--- config.mk ---
export PLATFORM = sky130hd
export DESIGN_NAME = vga_fb_arbiter
export DESIGN_NICKNAME = d
export VERILOG_FILES = /design/src/rtl/vga_fb_arbiter.sv
export SDC_FILE = /design/constraint.sdc
export NUM_CORES = 1
export LEC_CHECK = 0
export CORE_AREA = 2 2 80 82
export CTS_CLUSTER_SIZE = 25
export DETAILED_ROUTE_END_ITERATION = 7
export DIE_AREA = 0 0 82 84
export PLACE_DENSITY = 0.81
export SLEW_MARGIN = 20
export SYNTH_ARGS = -nofsm -noshare
export SYNTH_HDL_FRONTEND = slang
export SYNTH_SLANG_ARGS = --single-unit
--- constraint.sdc ---
create_clock -name clk -period 2.3 [get_ports clk]
set_clock_uncertainty 0.05 [all_clocks]
set_input_delay 0.345 -clock clk [delete_from_list [all_inputs] [get_ports clk]]
set_output_delay 0.345 -clock clk [all_outputs]
set_load 0.05 [all_outputs]
--- src/rtl/vga_fb_arbiter.sv ---
// Framebuffer arbiter: shares one single-port RAM between 2x-scaled VGA scan-out and a
// PPU-side writer, and produces the per-pixel palette index, a vblank pulse and a frame count.
module vga_fb_arbiter #(
  parameter int               H_OFF        = 64,
  parameter int               PIX_W        = 6,
  parameter logic [PIX_W-1:0] BORDER_INDEX = 'h0F,
  parameter int               FB_LINES     = 240
) (
  input  logic             clk,
  input  logic             reset,
  input  logic [9:0]       x_pos,
  input  logic [9:0]       y_pos,
  input  logic             valid,
  input  logic             wr_valid,
  output logic             wr_ready,
  input  logic [15:0]      wr_addr,
  input  logic [PIX_W-1:0] wr_data,
  output logic             wr_drop,
  output logic             fb_en,
  output logic             fb_we,
  output logic [15:0]      fb_addr,
  output logic [PIX_W-1:0] fb_wdata,
  input  logic [PIX_W-1:0] fb_rdata,
  output logic             pix_valid,
  output logic [PIX_W-1:0] pix_index,
  output logic             vblank,
  output logic [7:0]       frame_cnt
);

  typedef enum logic {SYNC_WAIT, RUN} state_e;

  state_e state_q, state_d;

  logic             run, win, disp_slot, accept, in_range, vblank_d;
  logic [8:0]       dx;
  logic [15:0]      rd_addr;
  logic [15:0]      addr_q;
  logic [PIX_W-1:0] wdata_q;

  logic             vld_p1_q, win_p1_q, rd_p1_q, run_p1_q;
  logic [PIX_W-1:0] hold_q;
  logic             pix_valid_q;
  logic [PIX_W-1:0] pix_index_q, pix_index_d;
  logic             vblank_q, wr_drop_q;
  logic [7:0]       frame_cnt_q;

  always_ff @(posedge clk) begin
    if (reset) state_q <= SYNC_WAIT;
    else       state_q <= state_d;
  end

  always_comb begin
    state_d = state_q;
    if (state_q == SYNC_WAIT && x_pos == 10'd0 && y_pos == 10'd0) state_d = RUN;
  end

  // Even dx reads the RAM; the odd neighbour reuses that index, leaving its cycle to the writer.
  assign run       = (state_q == RUN);
  assign win       = run && valid && (x_pos >= 10'(H_OFF)) && (x_pos < 10'(H_OFF + 512));
  assign dx        = x_pos[8:0] - 9'(H_OFF);
  assign disp_slot = win && !dx[0];
  assign rd_addr   = {y_pos[8:1], dx[8:1]};
  assign wr_ready  = !disp_slot;
  assign accept    = wr_valid && wr_ready;
  assign in_range  = ({1'b0, wr_addr} < 17'(FB_LINES * 256));
  assign vblank_d  = run && (x_pos == 10'd0) && (y_pos == 10'd480);

  always_comb begin
    fb_en    = 1'b0;
    fb_we    = 1'b0;
    fb_addr  = addr_q;
    fb_wdata = wdata_q;
    if (disp_slot) begin
      fb_en   = 1'b1;
      fb_addr = rd_addr;
    end else if (accept && in_range) begin
      fb_en    = 1'b1;
      fb_we    = 1'b1;
      fb_addr  = wr_addr;
      fb_wdata = wr_data;
    end
  end

  always_ff @(posedge clk) begin
    if (fb_en) begin
      addr_q  <= fb_addr;
      wdata_q <= fb_wdata;
    end
  end

  always_comb begin
    pix_index_d = '0;
    if (vld_p1_q && run_p1_q) pix_index_d = win_p1_q ? (rd_p1_q ? fb_rdata : hold_q) : BORDER_INDEX;
  end

  always_ff @(posedge clk) begin
    if (reset) begin
      vld_p1_q    <= 1'b0;
      win_p1_q    <= 1'b0;
      rd_p1_q     <= 1'b0;
      run_p1_q    <= 1'b0;
      hold_q      <= '0;
      pix_valid_q <= 1'b0;
      pix_index_q <= '0;
      vblank_q    <= 1'b0;
      wr_drop_q   <= 1'b0;
      frame_cnt_q <= 8'd0;
    end else begin
      // stage 1: slot decision and read issue; RAM data arrives during this stage
      vld_p1_q <= valid;
      win_p1_q <= win;
      rd_p1_q  <= disp_slot;
      run_p1_q <= run;
      if (rd_p1_q) hold_q <= fb_rdata;
      // stage 2: registered pixel output
      pix_valid_q <= vld_p1_q;
      pix_index_q <= pix_index_d;
      vblank_q    <= vblank_d;
      wr_drop_q   <= accept && !in_range;
      if (vblank_d) frame_cnt_q <= frame_cnt_q + 8'd1;
    end
  end

  assign pix_valid = pix_valid_q;
  assign pix_index = pix_index_q;
  assign vblank    = vblank_q;
  assign wr_drop   = wr_drop_q;
  assign frame_cnt = frame_cnt_q;

endmodule

Word level (Yosys, flattened, before mapping)
Index checks and enable logic that the tools add are counted.

Add/subtract/negate cells: 2. Multiply operators: 0. Div/mod/pow operators: 0. $lt $le $gt $ge: 3. Equality and inequality tests: 1. Shifts and indexed selects: 0. Multiplexer cells: 9. Bitwise operators: 3. Reductions and logical operators: 19.

Operator list (count): $mux 16 (2); $logic_not 10->1 (2); $mux 6 (3); $lt 16x16->1 const B (1); $logic_and 1x1->1 (12); $eq 10x9->1 const B (1); $ge 10x7->1 const B (1); $lt 10x10->1 const B (1); $sub 9x7->9 const B (1); $add 8x1->8 const B (1); $mux 4 (1); $logic_not 1->1 (3); $mux 1 (3); $not 1->1 (3); $reduce_or 3->1 (1); $reduce_or 2->1 (1).

Register bits: 50. Bits in latches: 0. RAM bits: 0. Memory bits (read-only): 0. Logic and storage cells: 51. Memories kept: 0.

Depth between registers and ports, before layout
Depth after elaboration: 9. Gate-level depth with buffers: 8. Mapped depth without buffers: 7.

Worst setup path after synthesis
OpenSTA, ideal clock, no wires.

Path kind: in2reg. Start: input port x_pos[6]. End: register addr_q[0] (enable). Arrival time: 2702 ps. Required time: 1721 ps. Path slack: -981 ps. Cell stages on the path: 7. Path buffers: 1. Cells stage by stage: inv_1 -> ha_1 -> nand2b_1 -> a311o_2 -> nand4_4 -> buf_1 -> nand2_1.

Longest elaborated chain between the ends: 9. Elaborated cells between the ends (all ways): 10. Classes of those cells: 2 x order compare; 2 x mux; 6 x reduce/logical.

Ends and longest elaborated chain: start, declared (line 11) `input logic [9:0] x_pos,`; $ge 10x7->1 (line 59) `assign win = run && valid && (x_pos >= 10'(H_OFF)) && (x_pos < 10'(H_OFF + 512));`; $logic_and 1x1->1 (line 59); $logic_and 1x1->1 (*) (line 59); $logic_and 1x1->1 (*) (line 61) `assign disp_slot = win && !dx[0];`; $logic_not 1->1 (*) (line 63) `assign wr_ready = !disp_slot;`; net wr_ready (line 15) `output logic wr_ready,`; $logic_and 1x1->1 (*) (line 64) `assign accept = wr_valid && wr_ready;`; $logic_and 1x1->1 (*) (line 76) `end else if (accept && in_range) begin`; $mux 1 (*) (line 76); $mux 1 (*) (line 73) `if (disp_slot) begin`; net fb_en (line 19) `output logic fb_en,`; end signal, assigned (line 86) `addr_q <= fb_addr;`; end, declared (line 37) `logic [15:0] addr_q;`.

The timed path passes the listed nets; every way through them passes the cells marked *. A chain may end at the register's enable or synchronous reset.

Final worst setup path
Start: input port x_pos[6]. End: output port fb_wdata[1].

Longest elaborated chain between the ends: 9. Elaborated cells between the ends (all ways): 10. Classes of those cells: 2 x order compare; 2 x mux; 6 x reduce/logical.

Ends and longest elaborated chain: $ge 10x7->1 (line 59); $logic_and 1x1->1 (line 59); $logic_and 1x1->1 (*) (line 59); $logic_and 1x1->1 (*) (line 61); $logic_not 1->1 (line 63); $logic_and 1x1->1 (line 64); $logic_and 1x1->1 (line 76); $mux 6 (line 76); $mux 6 (*) (line 73); end, declared (line 22) `output logic [PIX_W-1:0] fb_wdata,`.

Mark *: on every way between the ends. The rest lies on a longest branch, timed or not.

==> summary.txt <==
Run status
  • Outcome: finished, violations left
  • Failing checks: negative setup slack

Critical path
  • Critical Setup Path Class: input pin to primary output
  • Maximum fanout count along the critical path: 7
  • Critical path arrival: between 1500 and 2000 ps
  • Nature of the critical path endpoint: primary output
  • Startpoint type of the worst setup path: input pin
  • CP Data Required Time: between 1500 and 2000 ps

Route
  • Detailed Route Iter0 Violations: 46
  • Final antenna-violating net count: 0
  • DRC violations left: 0
  • Vias/cell: around 4.9
  • Total wire length: 6010 um
  • Vias after detailed routing: around 2.0k
  • Iteration count of the initial detailed-routing pass: 4
  • Routed length per instance: 14.8 um

Floorplanning
  • Die span in x: just over 80 um
  • Die outline height: between 80 and 90 um
  • Floorplan row count: 29
  • Die outline area: a little under 7000 um^2
  • I/O Pins: 94
  • Initial standard-cell utilization of the core: 0.366
  • Core footprint: 6100 um^2

Global routing
  • Gr usage total: 0.180
  • Maximum number of pins on one net before global-route repair: 21
  • Total gr overflow: 0
  • Initial antenna violation count: 0
  • Vias in the first global route: ~2.1k
  • Wire length of the first global-routing pass: 9540 um

Timing
  • Min Tclk post-route: about 2400 ps
  • F_max: 423 MHz
  • Final clock period utilization by the worst path: 1.03
  • Final Hold Fails: 0
  • Relative max-transition margin: 0.661
  • Hold_ws: between 400 and 500 ps
  • Final max-slew violation count: 0
  • Unrepaired setup endpoints after global routing: yes
  • Least-Margin Pin Slew: around 500 ps
  • Crit path setup slack, layout: -61.4 ps
  • Final setup violating endpoints: 6

Yosys
  • YS warnings: 0
  • Mean post-synth cell area: 11.2 um^2
  • Share of flip-flops with an asynchronous set or reset: 0
  • #FFs+latches synth: 50
  • Sequential element share of the synthesized area: 0.547
  • Dominant synthesized flop cell: sky130_fd_sc_hd__dfxtp_1
  • Number of flops mapped to enable cells by yosys: 22
  • Gate count of the mapped netlist: 200
  • Synthesized Nets: approximately 260
  • Post-synthesis instance area: between 2000 and 2500 um^2
  • Cell variety after synth: 36

Final layout
  • Final core area utilization: 0.653
  • Most frequent cells in the layout: sky130_fd_sc_hd__clkdlybuf4s50_1, sky130_fd_sc_hd__nor2_1, sky130_fd_sc_hd__buf_4
  • NumNets Final: 382
  • Most frequent standard cell in the layout excluding fill and tap cells: sky130_fd_sc_hd__clkdlybuf4s50_1
  • Layout cell share with drive strength beyond 1: 0.360
  • Area of all placed cells without fillers: just under 4000 um^2
  • ANT cells: 0
  • Synthesis-to-layout area growth: 78.3%

Placed design
  • Post-detailed-placement cell area: approximately 3600 um^2
  • Number of buffer cells added on primary ports: just over 90
  • Routability cong.: between 0.7 and 0.8
  • Estimated wirelength of the detail-placed design: 4410 um

Clocking
  • Clock latency at the later pin of the worst-skew pair: between 300 and 400 ps
  • Root Buffer Master: sky130_fd_sc_hd__clkbuf_8
  • TritonCTS buffer count: 5
  • Clock tree from TritonCTS: yes
  • Buffers from clock root to sink, at most: 2
  • Number of sinks driven by the clock tree: 50
  • Post-CTS clock slew at the launch and capture registers of the worst setup and hold paths: ~100 ps
  • CTS Hold Bufs: 0
  • Clock H-tree levels: 2

Pwr
  • Final total power: approximately 2100 uW
  • Lkg Pwr: 0.00158 uW
  • Maximum vdd ir drop: around 0.4 mV
  • Areal power density over the cells: ~540 nW/um^2

Min path
  • Class of the tightest hold or removal check: flop to flop

Run
  • Max capacitance violation total: 0
worst paths after layout:
check | startpoint | endpoint | slack, ps | cells past startpoint
worst max register to register | run | wdata_q[1] | 700 | 5
worst max-delay path | x_pos[6] | fb_wdata[1] | -60 | 9
worst min register to register | vld_p1_q | pix_valid | 440 | 1
worst min-delay path | vld_p1_q | pix_valid | 440 | 1
cell families after synthesis:
logic type,count (synthesis),share of synthesized area
fa+ha+maj,3,0.0168
xor+xnor,4,0.0157
compound gates,29,0.0678
mux,29,0.144
buf+inv,13,0.0291
simple gates,72,0.179
flops,50,0.547
sequential cells by signal, indices dropped and copies added (netlist names), 6 cells and up:
register and cells:
hold_q 6, pix_index 6, frame_cnt 8, wdata_q 6
addr_q 16
power by group:
part / switching [uW] / total [uW] / internal [uW]
registers: 12.7 / 981 / 968
logic: 297 / 604 / 306
clock network: 331 / 559 / 228
per-stage QoR:
| stage | std cells | setup TNS [ps] | setup slack, ps |
|---|---|---|---|
| 2_1_floorplan | 200 | -4660 | -129 |
| 5_1_grt | 405 | -502 | -89.7 |
| 4_1_cts | 402 | -250 | -34.0 |
| 3_5_place_dp | 389 | -23670 | -619 |
| 3_3_place_gp | 389 | -16470 | -509 |
| 6_report | 405 | -343 | -61.4 |
repair_timing:
action | CTS | global route
gates resized for setup | 57 | 22
cloned | 0 | 0
pin swaps | 5 | 2
setup buffers | 5 | 3
endpoints found under the setup margin | 31 | 22
synth_stat cells, types with 2 or more instances:
| cell type | number | area (um^2) |
|---|---|---|
| sky130_fd_sc_hd__clkbuf_1 | 5 | 18.8 |
| sky130_fd_sc_hd__buf_6 | 2 | 22.5 |
| sky130_fd_sc_hd__xor2_1 | 2 | 17.5 |
| sky130_fd_sc_hd__a21oi_1 | 23 | 115 |
| sky130_fd_sc_hd__nand2b_1 | 2 | 12.5 |
| sky130_fd_sc_hd__nor2_1 | 33 | 124 |
| sky130_fd_sc_hd__nor3_1 | 3 | 15.0 |
| sky130_fd_sc_hd__nand3_1 | 4 | 20.0 |
| sky130_fd_sc_hd__ha_1 | 3 | 37.5 |
| sky130_fd_sc_hd__nor2b_1 | 3 | 18.8 |
| sky130_fd_sc_hd__or3_1 | 4 | 25.0 |
| sky130_fd_sc_hd__nor4_2 | 2 | 25.0 |
| sky130_fd_sc_hd__o21ai_1 | 5 | 25.0 |
| sky130_fd_sc_hd__mux2_4 | 6 | 90.1 |
| sky130_fd_sc_hd__nand2_1 | 7 | 26.3 |
| sky130_fd_sc_hd__xnor2_1 | 2 | 17.5 |
| sky130_fd_sc_hd__dfxtp_1 | 28 | 561 |
| sky130_fd_sc_hd__edfxtp_1 | 22 | 661 |
| sky130_fd_sc_hd__inv_1 | 4 | 15.0 |
| sky130_fd_sc_hd__mux2i_1 | 22 | 220 |
| sky130_fd_sc_hd__nand4_1 | 3 | 18.8 |
critical path, cell delays in order:
cell and delay, ps:
sky130_fd_sc_hd__buf_8 110, sky130_fd_sc_hd__buf_6 110, sky130_fd_sc_hd__ha_4 140, sky130_fd_sc_hd__a311o_2 350
sky130_fd_sc_hd__nand4_4 120, sky130_fd_sc_hd__nor2b_4 180, sky130_fd_sc_hd__buf_12 140, sky130_fd_sc_hd__mux2_4 320
sky130_fd_sc_hd__buf_8 150
layer usage:
metal  vias up  part of all wire  global-route usage
met5         -                 0                   0
met4         0             0.018              0.0561
met3        10             0.066              0.0552
met2        69              0.52               0.319
met1       915              0.40               0.201
li1        971                 -                   -
layout make-up:
cell class	count	area, um^2
tap	77	96.3
multi-input combinational	137	1170
inverter	4	25.0
timing repair buffer	129	1370
fill	464	2120
clock inverter	3	28.8
clock buffer	5	68.8
sequential	50	1220
Power figures use the tool's default switching activity.
